--- src/rtl/fetch_pc_if.sv ---
`default_nettype none
// +----------------------------------------------------------------------------+
// | Module      : fetch_pc_if                                                  |
// | Description : Control, training and fetch-address bundle of the IF-stage   |
// |               PC unit.                                                     |
// | Revision    : 1.0                                                          |
// +----------------------------------------------------------------------------+
interface fetch_pc_if #(
    parameter int WIDTH = 32
);
    logic             stall;
    logic             redirect;
    logic [WIDTH-1:0] redirect_pc;
    logic             upd_valid;
    logic [WIDTH-1:0] upd_pc;
    logic             upd_taken;
    logic [WIDTH-1:0] upd_target;
    logic [WIDTH-1:0] pc;
    logic             pc_valid;
    logic             pred_taken;
    logic [WIDTH-1:0] pred_target;

    modport master (
        output stall, redirect, redirect_pc,
        output upd_valid, upd_pc, upd_taken, upd_target,
        input  pc, pc_valid, pred_taken, pred_target
    );

    modport slave (
        input  stall, redirect, redirect_pc,
        input  upd_valid, upd_pc, upd_taken, upd_target,
        output pc, pc_valid, pred_taken, pred_target
    );
endinterface
`default_nettype wire

--- src/rtl/fetch_pc_unit.sv ---
`default_nettype none
// +----------------------------------------------------------------------------+
// | Module      : fetch_pc_unit                                                |
// | Description : DLX IF-stage fetch PC with optional direct-mapped BTB        |
// |               (enabled by defining FETCH_PC_BTB_EN).                       |
// | Revision    : 1.0                                                          |
// +----------------------------------------------------------------------------+
module fetch_pc_unit #(
    parameter int               WIDTH      = 32,
    parameter logic [WIDTH-1:0] RESET_PC   = 32'h00400020,
    parameter int               BTB_DEPTH  = 8,
    parameter int               INSN_BYTES = 4
) (
    input  wire logic     clk,
    input  wire logic     reset,
    fetch_pc_if.slave     bus
);

    localparam logic [WIDTH-1:0] c_INC = WIDTH'(INSN_BYTES);

    logic [WIDTH-1:0] r_pc;
    logic             r_started;
    logic             r_pc_valid;
    logic             w_pred_taken;
    logic [WIDTH-1:0] w_pred_target;

`ifdef FETCH_PC_BTB_EN
    localparam int c_IDX  = $clog2(BTB_DEPTH);
    localparam int c_TAGW = WIDTH - c_IDX - 2;

    logic             r_btb_valid  [BTB_DEPTH];
    logic [c_TAGW-1:0] r_btb_tag   [BTB_DEPTH];
    logic [WIDTH-1:0] r_btb_target [BTB_DEPTH];
    logic [1:0]       r_btb_ctr    [BTB_DEPTH];

    logic [c_IDX-1:0]  w_rd_idx;
    logic [c_TAGW-1:0] w_rd_tag;
    logic [c_IDX-1:0]  w_up_idx;
    logic [c_TAGW-1:0] w_up_tag;
    logic              w_rd_hit;
    logic              w_up_hit;
    logic              w_unused_low_bits;

    assign w_rd_idx = r_pc[c_IDX+1:2];
    assign w_rd_tag = r_pc[WIDTH-1:c_IDX+2];
    assign w_up_idx = bus.upd_pc[c_IDX+1:2];
    assign w_up_tag = bus.upd_pc[WIDTH-1:c_IDX+2];

    assign w_rd_hit      = r_btb_valid[w_rd_idx] && (r_btb_tag[w_rd_idx] == w_rd_tag);
    assign w_up_hit      = r_btb_valid[w_up_idx] && (r_btb_tag[w_up_idx] == w_up_tag);
    assign w_pred_taken  = w_rd_hit && r_btb_ctr[w_rd_idx][1];
    assign w_pred_target = w_pred_taken ? r_btb_target[w_rd_idx] : '0;

    // Byte-offset bits never take part in indexing or tagging.
    assign w_unused_low_bits = ^{r_pc[1:0], bus.upd_pc[1:0]};

    always_ff @(posedge clk) begin
        if (reset) begin
            for (int i = 0; i < BTB_DEPTH; i++) begin
                r_btb_valid[i]  <= 1'b0;
                r_btb_tag[i]    <= '0;
                r_btb_target[i] <= '0;
                r_btb_ctr[i]    <= 2'd0;
            end
        end else if (bus.upd_valid) begin
            if (w_up_hit) begin
                if (bus.upd_taken) begin
                    r_btb_ctr[w_up_idx]    <= (r_btb_ctr[w_up_idx] == 2'd3) ? 2'd3 : r_btb_ctr[w_up_idx] + 2'd1;
                    r_btb_target[w_up_idx] <= bus.upd_target;
                end else begin
                    r_btb_ctr[w_up_idx]    <= (r_btb_ctr[w_up_idx] == 2'd0) ? 2'd0 : r_btb_ctr[w_up_idx] - 2'd1;
                end
            end else if (bus.upd_taken) begin
                // Taken miss evicts whatever aliases into this slot.
                r_btb_valid[w_up_idx]  <= 1'b1;
                r_btb_tag[w_up_idx]    <= w_up_tag;
                r_btb_target[w_up_idx] <= bus.upd_target;
                r_btb_ctr[w_up_idx]    <= 2'd2;
            end
        end
    end
`else
    logic w_unused_btb;

    assign w_pred_taken  = 1'b0;
    assign w_pred_target = '0;
    assign w_unused_btb  = ^{bus.upd_valid, bus.upd_pc, bus.upd_taken, bus.upd_target, 1'(BTB_DEPTH)};
`endif

    always_ff @(posedge clk) begin
        if (reset) begin
            r_pc       <= RESET_PC;
            r_started  <= 1'b0;
            r_pc_valid <= 1'b0;
        end else begin
            r_started  <= 1'b1;
            r_pc_valid <= r_started;
            if (bus.redirect) begin
                r_pc <= bus.redirect_pc;
            end else if (!bus.stall) begin
                r_pc <= w_pred_taken ? w_pred_target : r_pc + c_INC;
            end
        end
    end

    assign bus.pc          = r_pc;
    assign bus.pc_valid    = r_pc_valid;
    assign bus.pred_taken  = w_pred_taken;
    assign bus.pred_target = w_pred_target;

endmodule
`default_nettype wire

--- src/flat_wrapper.sv ---
// flat-port wrapper written by rule: the top's interface ports become plain ports
module fetch_pc_unit_flat 
#(
    parameter int               WIDTH      = 32,
    parameter logic [WIDTH-1:0] RESET_PC   = 32'h00400020,
    parameter int               BTB_DEPTH  = 8,
    parameter int               INSN_BYTES = 4
)
  (clk, reset, bus_stall, bus_redirect, bus_redirect_pc, bus_upd_valid, bus_upd_pc, bus_upd_taken, bus_upd_target, bus_pc, bus_pc_valid, bus_pred_taken, bus_pred_target);
  fetch_pc_if #(.WIDTH(WIDTH)) bus_i ();
  input  wire logic clk;
  input  wire logic reset;
  input wire logic [$bits(bus_i.stall)-1:0] bus_stall;
  input wire logic [$bits(bus_i.redirect)-1:0] bus_redirect;
  input wire logic [$bits(bus_i.redirect_pc)-1:0] bus_redirect_pc;
  input wire logic [$bits(bus_i.upd_valid)-1:0] bus_upd_valid;
  input wire logic [$bits(bus_i.upd_pc)-1:0] bus_upd_pc;
  input wire logic [$bits(bus_i.upd_taken)-1:0] bus_upd_taken;
  input wire logic [$bits(bus_i.upd_target)-1:0] bus_upd_target;
  output wire logic [$bits(bus_i.pc)-1:0] bus_pc;
  output wire logic [$bits(bus_i.pc_valid)-1:0] bus_pc_valid;
  output wire logic [$bits(bus_i.pred_taken)-1:0] bus_pred_taken;
  output wire logic [$bits(bus_i.pred_target)-1:0] bus_pred_target;
  assign bus_i.stall = bus_stall;
  assign bus_i.redirect = bus_redirect;
  assign bus_i.redirect_pc = bus_redirect_pc;
  assign bus_i.upd_valid = bus_upd_valid;
  assign bus_i.upd_pc = bus_upd_pc;
  assign bus_i.upd_taken = bus_upd_taken;
  assign bus_i.upd_target = bus_upd_target;
  assign bus_pc = bus_i.pc;
  assign bus_pc_valid = bus_i.pc_valid;
  assign bus_pred_taken = bus_i.pred_taken;
  assign bus_pred_target = bus_i.pred_target;
  fetch_pc_unit #(.WIDTH(WIDTH), .RESET_PC(RESET_PC), .BTB_DEPTH(BTB_DEPTH), .INSN_BYTES(INSN_BYTES)) u_core (.clk(clk), .reset(reset), .bus(bus_i));
endmodule
--- config.mk ---
export PLATFORM = sky130hd
export DESIGN_NAME = fetch_pc_unit_flat
export DESIGN_NICKNAME = d
export VERILOG_FILES = /design/src/rtl/fetch_pc_if.sv /design/src/rtl/fetch_pc_unit.sv /design/src/flat_wrapper.sv
export SDC_FILE = /design/constraint.sdc
export NUM_CORES = 1
export LEC_CHECK = 0
export CAP_MARGIN = 25
export CORE_MARGIN = 2
export CORE_UTILIZATION = 31
export DETAILED_ROUTE_END_ITERATION = 7
export PLACE_DENSITY = 0.78
export SETUP_SLACK_MARGIN = 0.1
export SYNTH_ARGS = -nofsm -noshare
export SYNTH_HDL_FRONTEND = slang
export SYNTH_SLANG_ARGS = --single-unit
--- constraint.sdc ---
create_clock -name clk -period 1.8 [get_ports clk]
set_clock_uncertainty 0.1 [all_clocks]
set_input_delay 0.36 -clock clk [delete_from_list [all_inputs] [get_ports clk]]
set_output_delay 0.36 -clock clk [all_outputs]
set_load 0.01 [all_outputs]
After elaboration in Yosys (flattened, before gate mapping) --
Index checks and enable logic that the tools add are counted.
Word-level totals: logic and storage cells 8, ROM bits 0, bits in latches 0, memory bits (writable) 0, flip-flop bits (word level) 34, memories kept 0
Operators by class: multiply operators 0, div/mod/pow operators 0, reductions and logical operators 0, mux-type cells 3, add/subtract/negate cells 1, shifts and indexed selects 0, bitwise gates (word level) 0, equal/unequal tests 1, magnitude comparators 0
Operators by type and width (count):
- 32-bit two-way mux | 2
- 32-bit by 3-bit adder with 32-bit output, second input constant | 1
- 2-bit by 1-bit inequality test with 1-bit output, second input constant | 1
- 1-bit two-way mux | 1

Depth between registers and ports, before layout --
Gate-level depths: netlist of the first run.
depth in word-level cells 3, gate-level depth with buffers 7, gate-level depth less buffers 5

Worst setup path after synthesis of the first run --
OpenSTA, ideal clock, no wires.
kind register to register, start point reg u_core.r_pc[2], in the netlist u_core.bus.pc[2], end point reg u_core.r_pc[16], in the netlist u_core.bus.pc[16], arrival time 1.687 ns, stages on the path, launching flop included 6, data required time 1.609 ns, buffers on the path 0, library setup time 0.091 ns, setup slack -0.078 ns, cell sequence dfxtp_1 ha_1 nor2b_1 nand4_1 or4_1 a311oi_1
Between the ends: longest elaborated chain between the ends 3
Ends and longest elaborated chain:
- from (decl) | RTL line fetch_pc_unit.sv:21 | logic [WIDTH-1:0] r_pc;
- from (signal assigned) | RTL line fetch_pc_unit.sv:99 | r_pc <= bus.redirect_pc;
- from (signal assigned) | RTL line fetch_pc_unit.sv:101 | r_pc <= w_pred_taken ? w_pred_target : r_pc + c_INC;
- 32-bit by 3-bit adder with 32-bit output | RTL line fetch_pc_unit.sv:101
- 32-bit two-way mux | RTL line fetch_pc_unit.sv:100 | end else if (!bus.stall) begin
- 32-bit two-way mux | RTL line fetch_pc_unit.sv:98 | if (bus.redirect) begin
No other way between the ends. The select of a mux whose other input is x is not followed. A chain may end at the register's enable or synchronous reset.

Worst setup path after layout of the first run --
start point reg u_core.r_pc[15], in the netlist u_core.bus.pc[15], end point reg u_core.r_pc[21], in the netlist u_core.bus.pc[21]
Same word-level chain as after synthesis.

==> results of run 1 <==
routing by layer:
| metal | share of wire, % | track usage (%) |
|---|---|---|
| met1 | 41 | 21.65 |
| met2 | 48 | 28.50 |
| met3 | 8.0 | 4.384 |
| met4 | 3.1 | 7.438 |
| met5 | 0 | 0 |
power by group:
part | internal, W | switching, W
clock network | 0.000267 | 0.000286
registers | 0.000801 | 0.0000666
logic | 0.000254 | 0.000221
total | 0.00132 | 0.000573
placed cells by master (no fill, tap or decap), drive strengths merged, types with 2 or more instances in the layout:
| master | count |
|---|---|
| xnor2 | 5 |
| o2111a | 2 |
| and3b | 3 |
| mux2i | 4 |
| xor2 | 7 |
| a2111oi | 3 |
| and4 | 7 |
| dfxtp | 34 |
| or4 | 2 |
| nand3 | 5 |
| conb | 33 |
| o31a | 2 |
| a21oi | 5 |
| nand4b | 2 |
| and2 | 3 |
| nor4 | 9 |
| o221ai | 2 |
| a211oi | 11 |
| nor3 | 9 |
| or2 | 2 |
| dlymetal6s2s | 5 |
| o21ai | 7 |
| buf | 56 |
| clkdlybuf4s50 | 47 |
| inv | 9 |
| nor2b | 4 |
| dlygate4sd2 | 15 |
| nor3b | 2 |
| a311oi | 5 |
| clkbuf | 7 |
| nor2 | 24 |
| a211o | 3 |
| nand2 | 15 |
| or3 | 3 |
| nand4 | 19 |
through the flow:
step                TNS [ps]  instances  hold WS [ps]  setup WS [ps]
finish                     0        477         345.0          32.11
global route          -118.5        477         368.2         -37.68
CTS                   -5.390        468         348.0         -5.390
detailed placement     -6436        452         332.4         -481.4
global placement       -5656        452         330.9         -424.6
floorplan                  0        300         313.8          32.14
final cells by class:
type | count | area, um2 | area share [%]
timing repair buffer | 123 | 1144 | 32.05
inverter | 9 | 33.78 | 0.9467
sequential | 34 | 747.0 | 20.93
multi-input combinational | 208 | 1448 | 40.57
tap | 96 | 120.1 | 3.366
clock buffer | 7 | 76.32 | 2.139
critical path, stage by stage, from the launching register on:
cell	delay (ps)
dfxtp_4	350
nand4_1	160
or4_4	540
or3_1	310
a311oi_1	200
cells by family after synthesis:
family | share of synthesized area, %
DFF | 30.84
AOI/OAI and AO/OA | 15.70
other | 0.1699
buffers and inverters | 16.89
xor gates and xnor gates | 4.762
and+or+nand+nor | 29.25
adders and majority gates | 0.5668
muxes | 1.814
state kept, by name, summed over array words and instances (netlist names):
register	cells
u_core.bus.pc_valid	1
u_core.bus.pc	32
u_core.r_started	1
final timing paths:
| kind | start | cells past startpoint | slack (ps) | endpoint |
|---|---|---|---|---|
| setup / recovery | u_core.bus.pc[15]$_SDFFE_PP0N_ | 4 | 30 | u_core.bus.pc[21]$_SDFFE_PP0N_ |
| hold / removal | u_core.r_started$_DFF_P_ | 1 | 350 | u_core.bus.pc_valid$_SDFF_PP0_ |
| setup reg to reg | u_core.bus.pc[15]$_SDFFE_PP0N_ | 4 | 30 | u_core.bus.pc[21]$_SDFFE_PP0N_ |
| hold reg to reg | u_core.r_started$_DFF_P_ | 1 | 350 | u_core.bus.pc_valid$_SDFF_PP0_ |
repair_timing:
item | 4_1_cts | 5_1_grt
endpoints found under the setup margin | 38 | 25
pin swaps | 13 | 24
gates resized for setup | 34 | 39
buffers inserted | 8 | 9
gates cloned | 1 | 0
==> results.json, run 1 <==
{
  "cp-start-kind": "flop",
  "cts_max_level": 2,
  "min_period_over_period_pct": 98.22,
  "cap_viol_max_count": 0,
  "drtPass1Iterations": 4,
  "gp_congestion": 0.8552,
  "wire_per_inst_um": 15.13,
  "cts_tree": "built",
  "rsz0062_at_grt": "true",
  "crit_path_end_kind": "flop",
  "route.detailed.drc": 0,
  "ir_drop_v": 0.0002340,
  "finalPower_w": 0.001895,
  "die_w_um": 88.38,
  "final_nets": 484,
  "synth-async-reset-ratio_pct": 0,
  "drt_iter0_drc": 171,
  "worstPathRequired_ps": 1900,
  "io_pins": 168,
  "ys_ff_latch": 34,
  "rows": 30,
  "yosysUniqueCellTypes": 52,
  "core_area_um2": 6832,
  "cts_buffer_depth": 2,
  "antenna_left": 0,
  "min_path_type": "reg -> reg",
  "grt_pass1_wl_um": 10620,
  "root_buffer": "clkbuf_8",
  "grt_antenna_before_repair": 0,
  "diodes": 0,
  "synth_top_area_share_pct": 30.84,
  "grt_max_degree": 23,
  "yosysWarnings": 0,
  "hold_violations": 0,
  "yosysMostFrequentCell": "buf_4",
  "initial_utilization_pct": 32.31,
  "drive_gt1_share_pct": 30.45,
  "drt_wl_total_um": 7218,
  "pwr_density_cell_nw_per_um2": 531.0,
  "cts_hold_buf": 0,
  "synth_edf_count": 0,
  "setup.worst_path.class": "reg -> reg",
  "finalMaxSlewViolations": 0,
  "path_max_fanout": 3,
  "syn_to_final_growth_pct": 61.68,
  "die_area_um2": 7811,
  "clock_latency_ps": 290,
  "grt_pass1_vias": 2226,
  "synth_commonest_cells": "buf_4, dfxtp_1, nor2_1",
  "syn_area_per_cell_um2": 8.236,
  "max_freq_ghz": 0.5656,
  "synthesis.area_um2": 2207,
  "via_per_inst": 5.187,
  "synthTopCellsByArea": "dfxtp_1, buf_4, nand4_1",
  "design_area_um2": 3568,
  "synth_top_area_cell": "dfxtp_1",
  "finalSetupViolCount": 0,
  "fin_crit_ps": 1768,
  "cts_buffers": 5,
  "status": "finished clean",
  "synthCells": 268,
  "overflow": 0,
  "fill_cells": 613,
  "cts_sinks": 34,
  "clk_pin_slew_ps": 70,
  "cp.arrival_ps": 1870,
  "placed_area_um2": 3162,
  "io_buffers": 68,
  "dr_total_vias": 2474,
  "dp_hpwl_um": 5009,
  "seq_area_frac_synth_pct": 30.84,
  "grt_use_total_pct": 17.38,
  "final_util_pct": 52.23,
  "p_leak_nw": 1.527,
  "ys.flop_type": "dfxtp_1",
  "die_h_um": 88.38
}
Note: power is estimated with default switching activity, not from simulation.
==> inputs of run 2 (changes only) <==
--- a/config.mk
+++ b/config.mk
@@ -5,11 +5,13 @@
 export SDC_FILE = /design/constraint.sdc
 export NUM_CORES = 1
 export LEC_CHECK = 0
+export ABC_CLOCK_PERIOD_IN_PS = 1800
 export CAP_MARGIN = 25
 export CORE_MARGIN = 2
 export CORE_UTILIZATION = 31
+export CTS_CLUSTER_SIZE = 40
 export DETAILED_ROUTE_END_ITERATION = 7
-export PLACE_DENSITY = 0.78
+export PLACE_DENSITY = 0.84
 export SETUP_SLACK_MARGIN = 0.1
 export SYNTH_ARGS = -nofsm -noshare
 export SYNTH_HDL_FRONTEND = slang
==> results.json, run 2 (synthesis gave the netlist of run 1 again) <==
{
  "status": "finished clean",
  "core_area_um2": 6832,
  "cap_viol_max_count": 0,
  "setup.worst_path.class": "reg -> reg",
  "path_max_fanout": 4,
  "cts_hold_buf": 0,
  "mostFrequentLayoutCell": "clkdlybuf4s50_1",
  "final_cell_mix": "clkdlybuf4s50_1, buf_4, conb_1, nor2_1, nand4_1",
  "pwr_density_cell_nw_per_um2": 554.4,
  "drive_gt1_share_pct": 26.47,
  "overflow": 0,
  "die_area_um2": 7811,
  "route.detailed.drc": 0,
  "grt_pass1_wl_um": 10080,
  "p_leak_nw": 1.545,
  "tns_ps": 0,
  "antenna_left": 0,
  "drt_iter0_drc": 147,
  "cts_max_level": 2,
  "die_h_um": 88.38,
  "cts_tree": "built",
  "finalMaxSlewViolations": 0,
  "gp_congestion": 0.8265,
  "drt_wl_total_um": 7102,
  "largest_reg_flops": 32,
  "diodes": 0,
  "finalSetupViolCount": 0,
  "min_period_over_period_pct": 98.61,
  "grt_antenna_before_repair": 0,
  "io_pins": 168,
  "rows": 30,
  "dp_hpwl_um": 4911,
  "cts_buffers": 5,
  "fin_cells": 470,
  "dp.cells": 449,
  "wire_per_inst_um": 15.11,
  "cts_sinks": 34,
  "io_buffers": 68,
  "max_freq_ghz": 0.5634,
  "via_per_inst": 5.143,
  "fill_cells": 606,
  "cts_buffer_depth": 2,
  "grt_max_degree": 20,
  "grt_pass1_vias": 2130,
  "crit_path_end_kind": "flop",
  "final_nets": 476,
  "rsz0062_at_grt": "true",
  "grt_use_total_pct": 16.49,
  "die_w_um": 88.38,
  "ir_drop_v": 0.0002631,
  "cp-start-kind": "flop",
  "root_buffer": "clkbuf_8",
  "worstPathRequired_ps": 1900,
  "hold_violations": 0,
  "clock_latency_ps": 290,
  "initial_utilization_pct": 32.31,
  "fin_crit_ps": 1775,
  "drtPass1Iterations": 5,
  "dr_total_vias": 2417,
  "min_path_type": "reg -> reg",
  "clk_pin_slew_ps": 70,
  "syn_to_final_growth_pct": 58.16,
  "cp.arrival_ps": 1880
}
run 2: cell count changes in the layout (fill, tap and decap cells not counted), sizes merged:
cell,delta
clkinvlp,+1
buf,-9
clkbuf,-1
clkdlybuf4s50,-4
dlymetal6s2s,+4
dlygate4sd2,+1
clkinv,+1
run 2: worst max-delay path, stage by stage (launching register included):
cell,delay [ps]
dfxtp_4,380
nand4_4,120
or4_1,570
or3_1,320
a311oi_1,200
run 2: per-layer routing:
metal,share of wire (%),vias up,track usage (%)
met5,0,-,0
met4,2.5,0,7.025
met3,8.1,18,3.825
met2,50,120,27.89
met1,40,1147,20.05
li1,-,1132,-
run 2: repair_timing:
action                                  CTS  global route
gates cloned                              1             0
buffers inserted                          7             5
pin swaps                                 6            14
resized for setup                        28            38
endpoints found under the setup margin   34            30
run 2: where the power goes:
| group | total [W] | internal, W | switching [W] |
|---|---|---|---|
| clock network | 0.000612 | 0.000308 | 0.000304 |
| registers | 0.000869 | 0.000800 | 0.0000694 |
| logic | 0.000455 | 0.000241 | 0.000214 |
| total | 0.00194 | 0.00135 | 0.000587 |
run 2: final cells by class:
cell class | count | area [um2] | share of cell area (%)
multi-input combinational | 208 | 1414 | 40.50
timing repair buffer | 115 | 1084 | 31.04
sequential | 34 | 744.5 | 21.33
tap | 96 | 120.1 | 3.441
clock buffer | 6 | 82.58 | 2.366
inverter | 9 | 33.78 | 0.9677
clock inverter | 2 | 12.51 | 0.3584
run 2: final timing paths:
| kind | startpoint | end | slack (ps) | cells past startpoint |
|---|---|---|---|---|
| worst max-delay path | u_core.bus.pc[12]$_SDFFE_PP0N_ | u_core.bus.pc[21]$_SDFFE_PP0N_ | 30 | 4 |
| worst min register to register | u_core.r_started$_DFF_P_ | u_core.bus.pc_valid$_SDFF_PP0_ | 340 | 1 |
| worst max register to register | u_core.bus.pc[12]$_SDFFE_PP0N_ | u_core.bus.pc[21]$_SDFFE_PP0N_ | 30 | 4 |
| worst min-delay path | u_core.r_started$_DFF_P_ | u_core.bus.pc_valid$_SDFF_PP0_ | 340 | 1 |
run 2: through the flow:
stage | total power [W] | setup WS, ps | instance area [um2] | hold slack (ps) | utilization (%)
floorplan | 0.001129 | 32.14 | 2404 | 313.8 | -
global placement | 0.001323 | -430.4 | 3139 | 326.2 | 45.95
detailed placement | 0.001332 | -461.7 | 3139 | 329.7 | 45.95
CTS | 0.001928 | 21.42 | 3304 | 346.3 | 48.37
global route | 0.002025 | -60.88 | 3491 | 372.5 | 51.10
finish | 0.001935 | 25.03 | 3491 | 343.1 | 51.10
